### src/rtl/tcm_dport_arbiter.sv
// Two-master round-robin arbiter for the single TCM data port, with an in-order
// owner FIFO that steers each TCM response back to the master that issued it.
module tcm_dport_arbiter #(
    parameter int OUTSTANDING = 4,
    parameter int TAG_W       = 11
) (
    input  logic             clk_i,
    input  logic             rst_ni,

    input  logic [31:0]      m0_addr_i,
    input  logic [31:0]      m0_data_wr_i,
    input  logic             m0_rd_i,
    input  logic [3:0]       m0_wr_i,
    input  logic [TAG_W-1:0] m0_req_tag_i,
    output logic             m0_accept_o,
    output logic             m0_ack_o,
    output logic             m0_error_o,
    output logic [31:0]      m0_data_rd_o,
    output logic [TAG_W-1:0] m0_resp_tag_o,

    input  logic [31:0]      m1_addr_i,
    input  logic [31:0]      m1_data_wr_i,
    input  logic             m1_rd_i,
    input  logic [3:0]       m1_wr_i,
    input  logic [TAG_W-1:0] m1_req_tag_i,
    output logic             m1_accept_o,
    output logic             m1_ack_o,
    output logic             m1_error_o,
    output logic [31:0]      m1_data_rd_o,
    output logic [TAG_W-1:0] m1_resp_tag_o,

    output logic [31:0]      s_addr_o,
    output logic [31:0]      s_data_wr_o,
    output logic             s_rd_o,
    output logic [3:0]       s_wr_o,
    output logic [TAG_W-1:0] s_req_tag_o,
    input  logic             s_accept_i,
    input  logic             s_ack_i,
    input  logic             s_error_i,
    input  logic [31:0]      s_data_rd_i,
    input  logic [TAG_W-1:0] s_resp_tag_i,

    output logic             unexp_ack_o,
    output logic [1:0][31:0] grant_cnt_o,
    output logic [1:0]       dbg_state_o
);

    // Request handshake: a master asserts rd/wr and holds address, data and tag
    // until it sees its accept; accept is combinational in the same cycle.
    localparam int PTR_W = $clog2(OUTSTANDING);
    localparam int CNT_W = PTR_W + 1;

    typedef enum logic {
        ST_ARB  = 1'b0,
        ST_HOLD = 1'b1
    } state_t;

    state_t             state_q, state_d;
    logic               hold_idx_q, hold_idx_d;
    logic               rr_ptr_q;

    logic               req0, req1;
    logic               grant_valid;
    logic               grant_idx;
    logic               full;
    logic               accept;

    logic [OUTSTANDING-1:0] owner_q;
    logic [PTR_W-1:0]   wr_ptr_q, rd_ptr_q;
    logic [CNT_W-1:0]   count_q;
    logic               push, pop, head;
    logic               ack_sel0, ack_sel1;

    assign req0   = m0_rd_i | (|m0_wr_i);
    assign req1   = m1_rd_i | (|m1_wr_i);
    assign full   = (count_q == CNT_W'(OUTSTANDING));
    assign accept = rst_ni & s_accept_i & grant_valid & ~full;

    assign dbg_state_o = {state_q == ST_HOLD, hold_idx_q};

    // FSM: state register
    always_ff @(posedge clk_i or negedge rst_ni) begin
        if (!rst_ni) begin
            state_q    <= ST_ARB;
            hold_idx_q <= 1'b0;
        end else begin
            state_q    <= state_d;
            hold_idx_q <= hold_idx_d;
        end
    end

    // FSM: next state. A granted master that drops its request releases the hold.
    always_comb begin
        state_d    = state_q;
        hold_idx_d = hold_idx_q;
        case (state_q)
            ST_ARB: begin
                if (grant_valid && !accept) begin
                    state_d    = ST_HOLD;
                    hold_idx_d = grant_idx;
                end
            end
            ST_HOLD: begin
                if (accept || !grant_valid) begin
                    state_d = ST_ARB;
                end
            end
            default: state_d = ST_ARB;
        endcase
    end

    // FSM: outputs (grant selection)
    always_comb begin
        grant_valid = 1'b0;
        grant_idx   = 1'b0;
        case (state_q)
            ST_ARB: begin
                grant_valid = req0 | req1;
                grant_idx   = (req0 && req1) ? rr_ptr_q : req1;
            end
            ST_HOLD: begin
                grant_idx   = hold_idx_q;
                grant_valid = hold_idx_q ? req1 : req0;
            end
            default: begin
                grant_valid = 1'b0;
                grant_idx   = 1'b0;
            end
        endcase
    end

    // Request mux toward the TCM; strobes are suppressed while the FIFO is full.
    always_comb begin
        s_addr_o    = '0;
        s_data_wr_o = '0;
        s_rd_o      = 1'b0;
        s_wr_o      = '0;
        s_req_tag_o = '0;
        if (rst_ni && grant_valid) begin
            if (grant_idx) begin
                s_addr_o    = m1_addr_i;
                s_data_wr_o = m1_data_wr_i;
                s_req_tag_o = m1_req_tag_i;
                s_rd_o      = m1_rd_i & ~full;
                s_wr_o      = full ? 4'h0 : m1_wr_i;
            end else begin
                s_addr_o    = m0_addr_i;
                s_data_wr_o = m0_data_wr_i;
                s_req_tag_o = m0_req_tag_i;
                s_rd_o      = m0_rd_i & ~full;
                s_wr_o      = full ? 4'h0 : m0_wr_i;
            end
        end
    end

    assign m0_accept_o = accept & ~grant_idx;
    assign m1_accept_o = accept & grant_idx;

    assign push = accept;
    assign pop  = rst_ni & s_ack_i & (count_q != '0);
    assign head = owner_q[rd_ptr_q];

    always_ff @(posedge clk_i or negedge rst_ni) begin
        if (!rst_ni) begin
            owner_q  <= '0;
            wr_ptr_q <= '0;
            rd_ptr_q <= '0;
            count_q  <= '0;
        end else begin
            if (push) begin
                owner_q[wr_ptr_q] <= grant_idx;
                wr_ptr_q          <= wr_ptr_q + 1'b1;
            end
            if (pop) begin
                rd_ptr_q <= rd_ptr_q + 1'b1;
            end
            case ({push, pop})
                2'b10:   count_q <= count_q + 1'b1;
                2'b01:   count_q <= count_q - 1'b1;
                default: count_q <= count_q;
            endcase
        end
    end

    // Response steering: only the head owner sees ack, data, tag and error.
    assign ack_sel0 = pop & ~head;
    assign ack_sel1 = pop & head;

    assign m0_ack_o      = ack_sel0;
    assign m0_error_o    = ack_sel0 & s_error_i;
    assign m0_data_rd_o  = ack_sel0 ? s_data_rd_i : 32'h0;
    assign m0_resp_tag_o = ack_sel0 ? s_resp_tag_i : '0;

    assign m1_ack_o      = ack_sel1;
    assign m1_error_o    = ack_sel1 & s_error_i;
    assign m1_data_rd_o  = ack_sel1 ? s_data_rd_i : 32'h0;
    assign m1_resp_tag_o = ack_sel1 ? s_resp_tag_i : '0;

    always_ff @(posedge clk_i or negedge rst_ni) begin
        if (!rst_ni) begin
            rr_ptr_q    <= 1'b0;
            unexp_ack_o <= 1'b0;
            grant_cnt_o <= '0;
        end else begin
            if (accept) begin
                rr_ptr_q               <= ~grant_idx;
                grant_cnt_o[grant_idx] <= grant_cnt_o[grant_idx] + 32'd1;
            end
            if (s_ack_i && (count_q == '0)) begin
                unexp_ack_o <= 1'b1;
            end
        end
    end

endmodule

### config.mk
export PLATFORM = sky130hd
export DESIGN_NAME = tcm_dport_arbiter
export DESIGN_NICKNAME = d
export VERILOG_FILES = /design/src/rtl/tcm_dport_arbiter.sv
export SDC_FILE = /design/constraint.sdc
export NUM_CORES = 1
export LEC_CHECK = 0
export CORE_AREA = 4 4 171 173
export CTS_CLUSTER_DIAMETER = 60
export DETAILED_ROUTE_END_ITERATION = 10
export DIE_AREA = 0 0 175 177
export SLEW_MARGIN = 20
export SYNTH_ARGS = -nofsm -noshare
export SYNTH_HDL_FRONTEND = slang
export SYNTH_SLANG_ARGS = --single-unit
### constraint.sdc
create_clock -name clk_i -period 7.8 [get_ports clk_i]
set_input_delay 0.78 -clock clk_i [delete_from_list [all_inputs] [get_ports clk_i]]
set_output_delay 0.78 -clock clk_i [all_outputs]
set_load 0.02 [all_outputs]
==> metrics <==
top-level port count=447; overall power=2.48 mW; CTS sink count=79; post_cts resized=0; GRT Overall Usage=16.9%; critical path fanouts, max=48; Final Critical Period=5.13 ns; DRC violations left=0; #FFs+latches synth=79; die area=0.0310 mm^2; Synth Area per Inst=7.63 um^2; crit start category=primary input; # nets final=1370; most common cell after layout, fill and taps aside=clkdlybuf4s50_1; crit path capture type=primary output; Vias/cell=roughly 4.4; Max VDD drop=0.147 mV; cell area after layout=0.0107 mm^2; drt pass-1 iters=5; required time of the worst setup path=7.02 ns; hold-fix buffer count after cts=0; max-slew violations=0; share of layout cells above drive strength 1=about 3.5%; fin util=38.9%; worst skew pair latency=0.34 ns; Max Clk Rate=0.195 GHz; WL/cell=18.4 um; ys flop type=dfrtp_1; clk slew on worst S/H paths=roughly 0.060 ns; DP Area=between 0.01 and 0.015 mm^2; Tcrit/Tclk final=roughly 66%; DR vias=6777; Clock Tree Buf Depth=2; first-pass GRT wire length=40400 um; count of input and output buffers=446; initial antenna violation count=10; P_leak=around 4.4 nW; fillcell total=2845; final hold violation count=0; Reg2Reg Depth=12; most frequent cells in the layout=clkdlybuf4s50_1, nand2_1, a21oi_1; WS Path Type=in2out; RSZ-0062 raised after global routing=false; CTS buffer count=9; Syn Inst Count=736; Least-Margin Pin Slew=1.03 ns; register area share after synthesis=35.2%; PwrDens=231 mW/mm^2; worst min-delay path category=in2async; Max transition margin=31.2%; synthesis-to-layout area growth=91.3%; HPWL after DPL=23500 um; TritonCTS clock tree=yes; crit path DAT=4.35 ns; row count=61; async set-reset flop share out of synthesis=100%; Routability Congestion=0.890; Netlist cell types=51; Post-DRT Antenna Nets=0; Yosys Warn Count=0; Setup Skew=0.00707 ns; Post-CTS Setup Bufs=0; number of flops mapped to enable cells by yosys=0; setup TNS=0 ns; status=finished, final reports clean; Setup-failing EPs final=0; initial drt markers=306; Die Ht=177 um; total grt overflow=0; Post-Route WL=28300 um; Die Wd=175 um; core area=0.0276 mm^2; Max Cap Violations=0; clock root buffer master=clkbuf_16; pin count of the biggest net entering global routing=68; CTS H-Tree Depth=3; Post-Syn Area=~0.0056 mm^2; Syn Nets=around 950; vias in the first global route=6659; starting density of the core=~20%
critical path, cell delays in order:
cell	delay (ns)
clkdlybuf4s50_1	0.45
nor3_1	0.45
a31oi_1	0.33
nand2_2	0.76
buf_4	0.56
nand2_1	0.10
a21oi_1	0.15
clkdlybuf4s50_1	0.70
routing by layer:
metal	track usage [%]	vias up	wire, um
met4	4.71	10	452
met5	0	-	55
met1	18.9	3107	10900
met2	30.2	317	14400
met3	6.37	35	2620
li1	-	3308	-
per-stage QoR:
step           hold WS (ns)  instances  setup slack, ns
6_report              0.331       1541             2.67
5_1_grt               0.345       1541             2.35
4_1_cts               0.335       1537             2.51
3_5_place_dp          0.475       1522             2.54
3_3_place_gp          0.468       1522             2.58
2_1_floorplan         0.447        736             4.40
area by class of cell:
type	instances	area, um^2	area share [%]
timing repair buffer	452	4510	42.0
multi-input combinational	597	3400	31.6
antenna	4	10.0	0.0932
tap	378	473	4.41
inverter	16	60.1	0.559
clock inverter	4	70.1	0.653
sequential	79	1980	18.4
clock buffer	11	243	2.26
cell families (layout without fill, tap and decap cells):
| kind of cell | count (synthesis) | count (layout) | synth area share, % |
|---|---|---|---|
| xor gates and xnor gates | 68 | 68 | 10.6 |
| DFF | 79 | 79 | 35.2 |
| and+or+nand+nor | 404 | 404 | 35.1 |
| muxes | 9 | 9 | 1.87 |
| AOI/OAI and AO/OA | 109 | 109 | 11.0 |
| other | 0 | 4 | 0 |
| buffers and inverters | 60 | 483 | 4.48 |
| adders and majority gates | 7 | 7 | 1.69 |
final timing paths:
check	start	end	slack (ns)
worst max-delay path	m1_rd_i	s_wr_o[0]	2.67
worst min-delay path	rst_ni	grant_cnt_o[40]	0.33
worst max register to register	state_q	grant_cnt_o[30]	3.92
worst min register to register	grant_cnt_o[31]	grant_cnt_o[31]	0.48
max in group asynchronous	rst_ni	grant_cnt_o[12]	6.39
min in group clk_i	grant_cnt_o[31]	grant_cnt_o[31]	0.48
registers in the layout (all words and copies together), names as in the netlist, 2 cells and up:
| name | count |
|---|---|
| wr_ptr_q | 2 |
| count_q | 3 |
| owner_q | 4 |
| grant_cnt_o | 64 |
| rd_ptr_q | 2 |
Yosys cell counts, drive strengths merged, types with 4 or more instances:
library cell	count	area [um^2]
and3	50	313
clkbuf	24	90.1
a21oi	88	440
xor2	18	158
buf	20	101
or2	4	27.5
ha	6	75.1
nor4	6	37.5
o21ai	5	40.0
mux2i	6	60.1
nor2	24	90.1
dfrtp	79	1980
nor3	8	50.1
inv	16	60.1
nand2	202	761
nand4	25	163
nand3	21	105
a31oi	5	31.3
and2	49	307
xnor2	50	438
power breakdown:
part           switching (mW)  internal [mW]
logic                   0.854          0.648
registers              0.0667          0.469
clock network           0.158          0.286
No activity file was read; power rests on OpenSTA's default activity.
